`src/rtl/mod_counter_pkg.sv`:
```
// mod_counter_pkg
//   Shared constants and helpers for the modulo counter and its prescaler.
//   WRAP_CNT_W   : width of the saturating wrap counter output.
//   PRESCALE_MAX : largest supported prescale ratio.
//   pre_width()  : bits needed for the prescaler count (clog2, minimum 1).
package mod_counter_pkg;

  localparam int WRAP_CNT_W   = 8;
  localparam int PRESCALE_MAX = 256;

  // Prescaler count runs 0..prescale-1, so clog2(prescale) bits suffice;
  // a ratio of 1 still gets a 1-bit register so the port list stays uniform.
  function automatic int pre_width(input int prescale);
    return (prescale <= 2) ? 1 : $clog2(prescale);
  endfunction

endpackage

```
`src/rtl/mod_counter_tick_prescaler.sv`:
```
// tick_prescaler
//   Divides enabled cycles by PRESCALE and emits a one-cycle tick on every
//   PRESCALE-th enabled cycle. The count only advances while en is high.
// Ports:
//   clk      in  clock
//   rstn     in  synchronous active-low reset
//   en       in  count enable
//   sync_clr in  synchronous restart of the prescale count
//   tick     out en & (pre == PRESCALE-1), combinational from the register
module tick_prescaler
  import mod_counter_pkg::*;
#(
  parameter int PRESCALE = 1
) (
  input  logic clk,
  input  logic rstn,
  input  logic en,
  input  logic sync_clr,
  output logic tick
);

  generate
    if (PRESCALE < 1 || PRESCALE > PRESCALE_MAX) begin : g_bad_prescale
      $error("tick_prescaler: PRESCALE out of range 1..256");
    end
  endgenerate

  localparam int              PW       = pre_width(PRESCALE);
  localparam logic [PW-1:0]   PRE_LAST = PW'(PRESCALE - 1);

  logic [PW-1:0] pre_reg;
  logic [PW-1:0] pre_next;

  // With PRESCALE=1 PRE_LAST is 0, so pre never leaves 0 and tick == en.
  assign tick = en & (pre_reg == PRE_LAST);

  always_comb begin
    pre_next = pre_reg;
    if (sync_clr) begin
      pre_next = '0;
    end else if (en) begin
      pre_next = tick ? '0 : pre_reg + 1'b1;
    end
  end

  always_ff @(posedge clk) begin
    if (!rstn) begin
      pre_reg <= '0;
    end else begin
      pre_reg <= pre_next;
    end
  end

endmodule

```
`src/rtl/mod_counter.sv`:
```
// mod_counter
//   Modulo up/down counter with prescaler, synchronous clear/load,
//   registered terminal-count pulse and saturating wrap counter.
//   Build option: define MOD_COUNTER_SAT_EN to make the counter saturate at
//   its bounds instead of wrapping (tc then marks arrival at the bound and
//   wrap_cnt stays 0).
// Ports:
//   clk      in  clock
//   rstn     in  synchronous active-low reset (highest priority)
//   en       in  count enable (feeds the prescaler)
//   up       in  1 = increment, 0 = decrement; sampled on tick cycles only
//   clr      in  synchronous clear (beats load and step)
//   load     in  synchronous load of load_val (beats step)
//   load_val in  load value; values >= MODULUS clamp to MODULUS-1
//   out      out current count, straight from the register
//   tc       out registered one-cycle terminal-count pulse
//   wrap_cnt out wraps since reset/clr, saturating at 255
//   load_err out sticky: an out-of-range load was clamped
module mod_counter
  import mod_counter_pkg::*;
#(
  parameter int WIDTH    = 5,
  parameter int MODULUS  = 32,
  parameter int PRESCALE = 1
) (
  input  logic                  clk,
  input  logic                  rstn,
  input  logic                  en,
  input  logic                  up,
  input  logic                  clr,
  input  logic                  load,
  input  logic [WIDTH-1:0]      load_val,
  output logic [WIDTH-1:0]      out,
  output logic                  tc,
  output logic [WRAP_CNT_W-1:0] wrap_cnt,
  output logic                  load_err
);

  generate
    if (MODULUS < 2 || MODULUS > (2 ** WIDTH)) begin : g_bad_modulus
      $error("mod_counter: MODULUS out of range 2..2**WIDTH");
    end
  endgenerate

  localparam logic [WIDTH-1:0] LAST    = WIDTH'(MODULUS - 1);
  // One extra bit so MODULUS == 2**WIDTH is representable in the range test.
  localparam logic [WIDTH:0]   MOD_EXT = (WIDTH + 1)'(MODULUS);

  logic [WIDTH-1:0]      count_reg, count_next;
  logic                  tc_reg, tc_next;
  logic [WRAP_CNT_W-1:0] wrap_reg, wrap_next;
  logic                  err_reg, err_next;
  logic                  tick;
  logic                  load_oor;
  logic [WIDTH-1:0]      count_inc, count_dec;

  tick_prescaler #(
    .PRESCALE (PRESCALE)
  ) u_prescaler (
    .clk      (clk),
    .rstn     (rstn),
    .en       (en),
    .sync_clr (clr | load),
    .tick     (tick)
  );

  assign load_oor  = ({1'b0, load_val} >= MOD_EXT);
  assign count_inc = count_reg + 1'b1;
  assign count_dec = count_reg - 1'b1;

  always_comb begin
    count_next = count_reg;
    tc_next    = 1'b0;
    wrap_next  = wrap_reg;
    err_next   = err_reg;

    if (clr) begin
      count_next = '0;
      wrap_next  = '0;
      err_next   = 1'b0;
    end else if (load) begin
      if (load_oor) begin
        count_next = LAST;
        err_next   = 1'b1;
      end else begin
        count_next = load_val;
      end
    end else if (tick) begin
      if (up) begin
        if (count_reg == LAST) begin
`ifdef MOD_COUNTER_SAT_EN
          count_next = LAST;
`else
          count_next = '0;
          tc_next    = 1'b1;
          if (wrap_reg != {WRAP_CNT_W{1'b1}}) wrap_next = wrap_reg + 1'b1;
`endif
        end else begin
          count_next = count_inc;
`ifdef MOD_COUNTER_SAT_EN
          tc_next    = (count_inc == LAST);
`endif
        end
      end else begin
        if (count_reg == '0) begin
`ifdef MOD_COUNTER_SAT_EN
          count_next = '0;
`else
          count_next = LAST;
          tc_next    = 1'b1;
          if (wrap_reg != {WRAP_CNT_W{1'b1}}) wrap_next = wrap_reg + 1'b1;
`endif
        end else begin
          count_next = count_dec;
`ifdef MOD_COUNTER_SAT_EN
          tc_next    = (count_dec == '0);
`endif
        end
      end
    end
  end

  always_ff @(posedge clk) begin
    if (!rstn) begin
      count_reg <= '0;
      tc_reg    <= 1'b0;
      wrap_reg  <= '0;
      err_reg   <= 1'b0;
    end else begin
      count_reg <= count_next;
      tc_reg    <= tc_next;
      wrap_reg  <= wrap_next;
      err_reg   <= err_next;
    end
  end

  assign out      = count_reg;
  assign tc       = tc_reg;
  assign wrap_cnt = wrap_reg;
  assign load_err = err_reg;

endmodule

```
`config.mk`:
```
export PLATFORM = sky130hd
export DESIGN_NAME = mod_counter
export DESIGN_NICKNAME = d
export VERILOG_FILES = /design/src/rtl/mod_counter_pkg.sv /design/src/rtl/mod_counter_tick_prescaler.sv /design/src/rtl/mod_counter.sv
export SDC_FILE = /design/constraint.sdc
export NUM_CORES = 1
export LEC_CHECK = 0
export ABC_AREA = 1
export CORE_UTILIZATION = 50
export CTS_CLUSTER_DIAMETER = 100
export DETAILED_ROUTE_END_ITERATION = 16
export DONT_BUFFER_PORTS = 1
export PLACE_DENSITY = 0.75
export SYNTH_ARGS = -nofsm -noshare
export SYNTH_HDL_FRONTEND = slang
export SYNTH_SLANG_ARGS = --single-unit
```
`constraint.sdc`:
```
create_clock -name clk -period 1.4 [get_ports clk]
set_input_delay 0.21 -clock clk [delete_from_list [all_inputs] [get_ports clk]]
set_output_delay 0.21 -clock clk [all_outputs]
set_load 0.02 [all_outputs]
```
# After elaboration in Yosys (flattened, before gate mapping)
# Cells that the tools add are included.
[op_classes]
order_cmp = 0
multipliers = 0
n_addsub = 4
eq_ne = 3
shift = 0
n_bitwise = 6
div = 0
reduce_logical = 7
mux = 13
[op_table]
columns = ["cell", "count"]
rows = [
  ["8-bit 2-to-1 mux", 4],
  ["5-bit 2-to-1 mux", 5],
  ["8-bit by 1-bit adder with 8-bit output, second input constant", 1],
  ["8-bit != test, second input constant", 1],
  ["5-bit by 1-bit adder with 5-bit output, second input constant", 1],
  ["5-bit == test, second input constant", 1],
  ["5-bit zero test", 1],
  ["5-bit by 1-bit subtractor with 5-bit output, second input constant", 1],
  ["1-bit 2-to-1 mux", 4],
  ["1-bit NOT", 4],
  ["4-bit AND reduction", 1],
  ["2-bit nonzero test", 2],
  ["2-bit OR reduction", 2],
  ["4-bit OR reduction", 1],
  ["2-bit by 1-bit != test with 1-bit output, second input constant", 1],
  ["1-bit adder, second input constant", 1],
  ["1-bit bitwise AND", 1],
  ["1-bit bitwise OR", 1],
]
[word_totals]
wordCells = 37
ram_bits = 0
regBits = 15
out_inout_bits = 15
mem_bits_ro = 0
n_memories = 0
latchBits = 0
inputBits = 11

# Longest topological paths before layout
[depth]
depth_word = 5
ltp_mapped = 10
depth_no_buf = 10

# By module
# From an unflattened synthesis, not the netlist that was laid out.
[hier_totals]
hier_cells = 148
area_unflattened_um2 = 987.2
[by_module_without_submodules]
columns = ["module", "cells_per_inst", "area_per_inst_um2", "n_inst", "seq_area_each_um2"]
rows = [
  ["mod_counter", 141, 944.7, 1, 280.3],
  ["tick_prescaler", 7, 42.5, 1, 20.0],
]

# Worst setup path after synthesis
# No wires, ideal clock.
[synth_path]
path_kind = "register to register"
start = "register count_reg[0], in the netlist out[0]"
end = "register wrap_reg[0], in the netlist wrap_cnt[0]"
slack_ps = -294
path_stages_with_launch = 11
period_less_slack_ps = 1694
arrival_time_ps = 1628
t_required_ps = 1334
setup_time_ps = 66
n_path_buf = 0
path_cell_list = "dfxtp_1 ha_1 nand2_1 nor2_1 ha_1 nor2_2 nor2_4 nand2_4 nor2_4 nand2_1 a21oi_2"
[synth_via]
elab_chain_cells = 3
word_cells_on_any_way = 5
classes_between = "eq/ne (2); reduce/logical (3)"
[synth_rtl]
columns = ["item", "line", "source"]
rows = [
  ["start: declaration", "mod_counter.sv:49", "logic [WIDTH-1:0] count_reg, count_next;"],
  ["start signal: assignment", "mod_counter.sv:130", "count_reg <= count_next;"],
  ["5-bit == test or 5-bit zero test (tied branches)", "mod_counter.sv:90, mod_counter.sv:105", ""],
  ["2-bit by 1-bit != test with 1-bit output (no line) or 2-bit nonzero test (tied branches)", "--", ""],
  ["4-bit AND reduction (no line) *", "--", ""],
  ["end signal: assignment", "mod_counter.sv:132", "wrap_reg <= wrap_next;"],
  ["end: declaration", "mod_counter.sv:51", "logic [WRAP_CNT_W-1:0] wrap_reg, wrap_next;"],
]
# Every way passes the cells marked *; elsewhere a longest branch is shown, timed or not.
# A chain may end at the register's enable or synchronous reset.

# Worst setup path in the final report
[layout_path]
start = "register count_reg[0], in the netlist out[0]"
end = "register wrap_reg[3], in the netlist wrap_cnt[3]"
# Same word-level chain as after synthesis.

==> impl_results.md <==
- Status: finished, violations left
- Failing checks: setup timing
- Switching fraction of total power: 0.324
- Synthesized area: 1020 um2
- Final Core Density: 0.778
- Post-Synthesis Cells: 153
- Netlist cell types: 25
- Sum Neg Setup Slack: -2.01 ns
- Worst-path clk slew: 0.10 ns
- Tot Pwr: 0.904 mW
- Worst setup SP type: flop
- Post-DP Area: 1220 um2
- DRC Markers: 0
- Total CTS buffers: 3
- Io pins: 26
- DPL Wire Length: 2000 um
- Core area: 1820 um2
- First-pass GRT wire length: 4930 um
- GP Congestion: 0.921
- Initial Util: 0.558
- Net switching power: 0.292 mW
- Die Y: 47.1 um
- Antenna viol nets, final: 0
- CP endpoint kind: flop
- CP required: 1.63 ns
- Worst setup path class: reg -> reg
- Sink Count: 15
- # fillers: 141
- Die area: 2220 um2
- Max H-tree Level: 1
- Peak Freq: 622 MHz
- Routed len/inst: 15.4 um
- Vias in the first global route: 1072
- Setup Viol. Count Final: 13
- Final hold vios: 0
- FP Rows: 15
- Drt first-iter violations: 56
- Slew HR: 0.644
- Unrepaired setup endpoints after global routing: yes
- Ys Warns: 0
- Syn-to-layout area delta: 39.4%
- Number of flip-flops in the largest register: 8
- Mean area per synthesized cell: 6.64 um2
- Largest net degree at the start of global routing: 14
- TritonCTS clock tree: done
- First-pass iteration count of the detailed router: 4
- Root Buffer: clkbuf_4
- Tmin final: 1.61 ns
- Max-cap violations: 0
- Hold_sp: clr
- Max VDD drop: 0.630 mV
- Syn Nets: 169
- Die Wd: 47.1 um
- Seq/Total Area, Yosys: 0.296
- Via/cell ratio: 5.68
- Final Instance Area: 1420 um2
- GRT Util Overall: 0.321
- RR Startpoint: out[0]
- Grt ovf: 0
- Combinational power share: 0.208
- Leakage power total: 0.625 nW
- Clk pwr share: 0.302
- Worst setup margin: -0.207 ns
- Layout Nets: 200
- CTS Buffer Depth: 2
- Clk_lat worst skew: 0.30 ns
- Hold WC Path Type: in -> reg
- Actual slew at the worst max-slew pin: 0.533 ns
- Worst Setup SP: out[0]
- CP arrival: 1.84 ns
- Initial antenna violation count: 0
- Share of layout cells above drive strength 1: 0.361
- Clk_skew: 0.00168 ns
- Max Slew Vio Count: 0
- IO Port Bufs: 0
- Drt total wl: 3210 um
- Worst Path Max Fanout: 6
- N_diodes: 0
- DR vias: 1181
- Final Cycle Share: 1.15
- P per Cell Area: 638 nW/um2
- Internal power: 0.611 mW
- Sequential power share: 0.490
- Synthesized flop and latch total: 15
[cells in the final DEF (no fill, tap or decap), types with 2 or more instances in the layout]
cell type	n
nand2_1	36
buf_4	22
inv_1	17
nor2_1	13
dfxtp_1	11
a21oi_1	8
nand3_1	8
o21ai_0	6
nor2_4	5
inv_2	5
a21oi_2	5
nand4_1	4
xor2_1	4
nand2_2	4
ha_4	4
buf_6	4
nand2_4	3
clkbuf_4	3
nor2_2	2
nand3_4	2
dlygate4sd3_1	2
dfxtp_4	2
dfxtp_2	2
[routing by layer]
layer	track usage	routed length (um)
met3	0.0615	267
met4	0.0971	49
met2	0.508	1610
met5	0	0
met1	0.443	1290
[power groups by stage]
stage | clock network, mW | registers, mW | logic (mW)
after floorplan | 0 | 0.462 | 0.0972
after global placement | 0 | 0.450 | 0.151
after detailed placement | 0 | 0.450 | 0.156
after CTS | 0.271 | 0.443 | 0.174
after global routing | 0.287 | 0.444 | 0.205
final | 0.273 | 0.443 | 0.188
[kinds of logic after synthesis]
| logic type | after synthesis | share of synthesized area |
|---|---|---|
| AOI/OAI and AO/OA | 23 | 0.124 |
| adders and majority gates | 5 | 0.0616 |
| xor gates and xnor gates | 4 | 0.0345 |
| other | 1 | 0.00369 |
| DFF | 15 | 0.296 |
| buffers and inverters | 25 | 0.0961 |
| and+or+nand+nor | 80 | 0.384 |
[cells in the mapped netlist]
cell type	count	area, um2
o21bai_1	1	7.51
ha_1	5	62.6
o221ai_1	1	8.76
nand3b_1	1	7.51
nand3_4	1	17.5
clkbuf_1	1	3.75
nand2_1	41	154
conb_1	1	3.75
inv_2	3	11.3
xor2_1	4	35.0
dfxtp_1	15	300
nand3_2	2	20.0
nand2_4	2	22.5
o21ai_0	7	35.0
nor2_4	2	22.5
nand4_1	4	25.0
nor4_1	1	6.26
inv_1	20	75.1
nand3_1	8	40.0
a21oi_2	1	8.76
a21oi_1	12	60.1
nor2_2	3	18.8
buf_4	1	7.51
a31oi_1	1	6.26
nor2_1	15	56.3
[critical path, cell delays in order, from the launching register on]
cell and delay (ns):
dfxtp_4 0.38, ha_4 0.15, nand2_4 0.06, nor2_4 0.11
ha_4 0.15, nor2_4 0.04, nor2_4 0.13, nand2_4 0.08
nor2_4 0.21, nand2_1 0.08, a21oi_1 0.14
[worst paths after layout]
kind              slack [ns]     endpoint  cells past startpoint
hold / removal          0.11  wrap_cnt[6]                      3
setup / recovery       -0.21  wrap_cnt[3]                     10
setup reg to reg       -0.21  wrap_cnt[3]                     10
hold reg to reg         0.55  wrap_cnt[7]                      2
[through the flow]
step	cells	hold WS, ns	worst slack (ns)
after floorplan	153	0.288	-0.106
after global placement	196	0.291	-0.104
after detailed placement	196	0.293	-0.208
after CTS	205	0.0909	-0.155
after global routing	208	0.128	-0.266
final	208	0.114	-0.207
[what timing repair did]
item,in CTS,in global routing
endpoints found under the hold margin,1,0
pin swaps,18,15
hold buffers,2,0
resized for setup,19,9
gates cloned,0,0
setup buffers,3,3
setup endpoints to repair,13,13
[area by class of cell]
type / count / area, um2 / share of cell area
Clock buffer: 3 / 22.5 / 0.0159
Timing Repair Buffer: 28 / 230 / 0.163
Sequential cell: 15 / 310 / 0.219
Tap cell: 25 / 31.3 / 0.0221
Clock inverter: 1 / 5.00 / 0.00353
Multi-Input combinational cell: 113 / 728 / 0.514
Inverter: 23 / 88.8 / 0.0627
(Power assumes the default switching activity.)
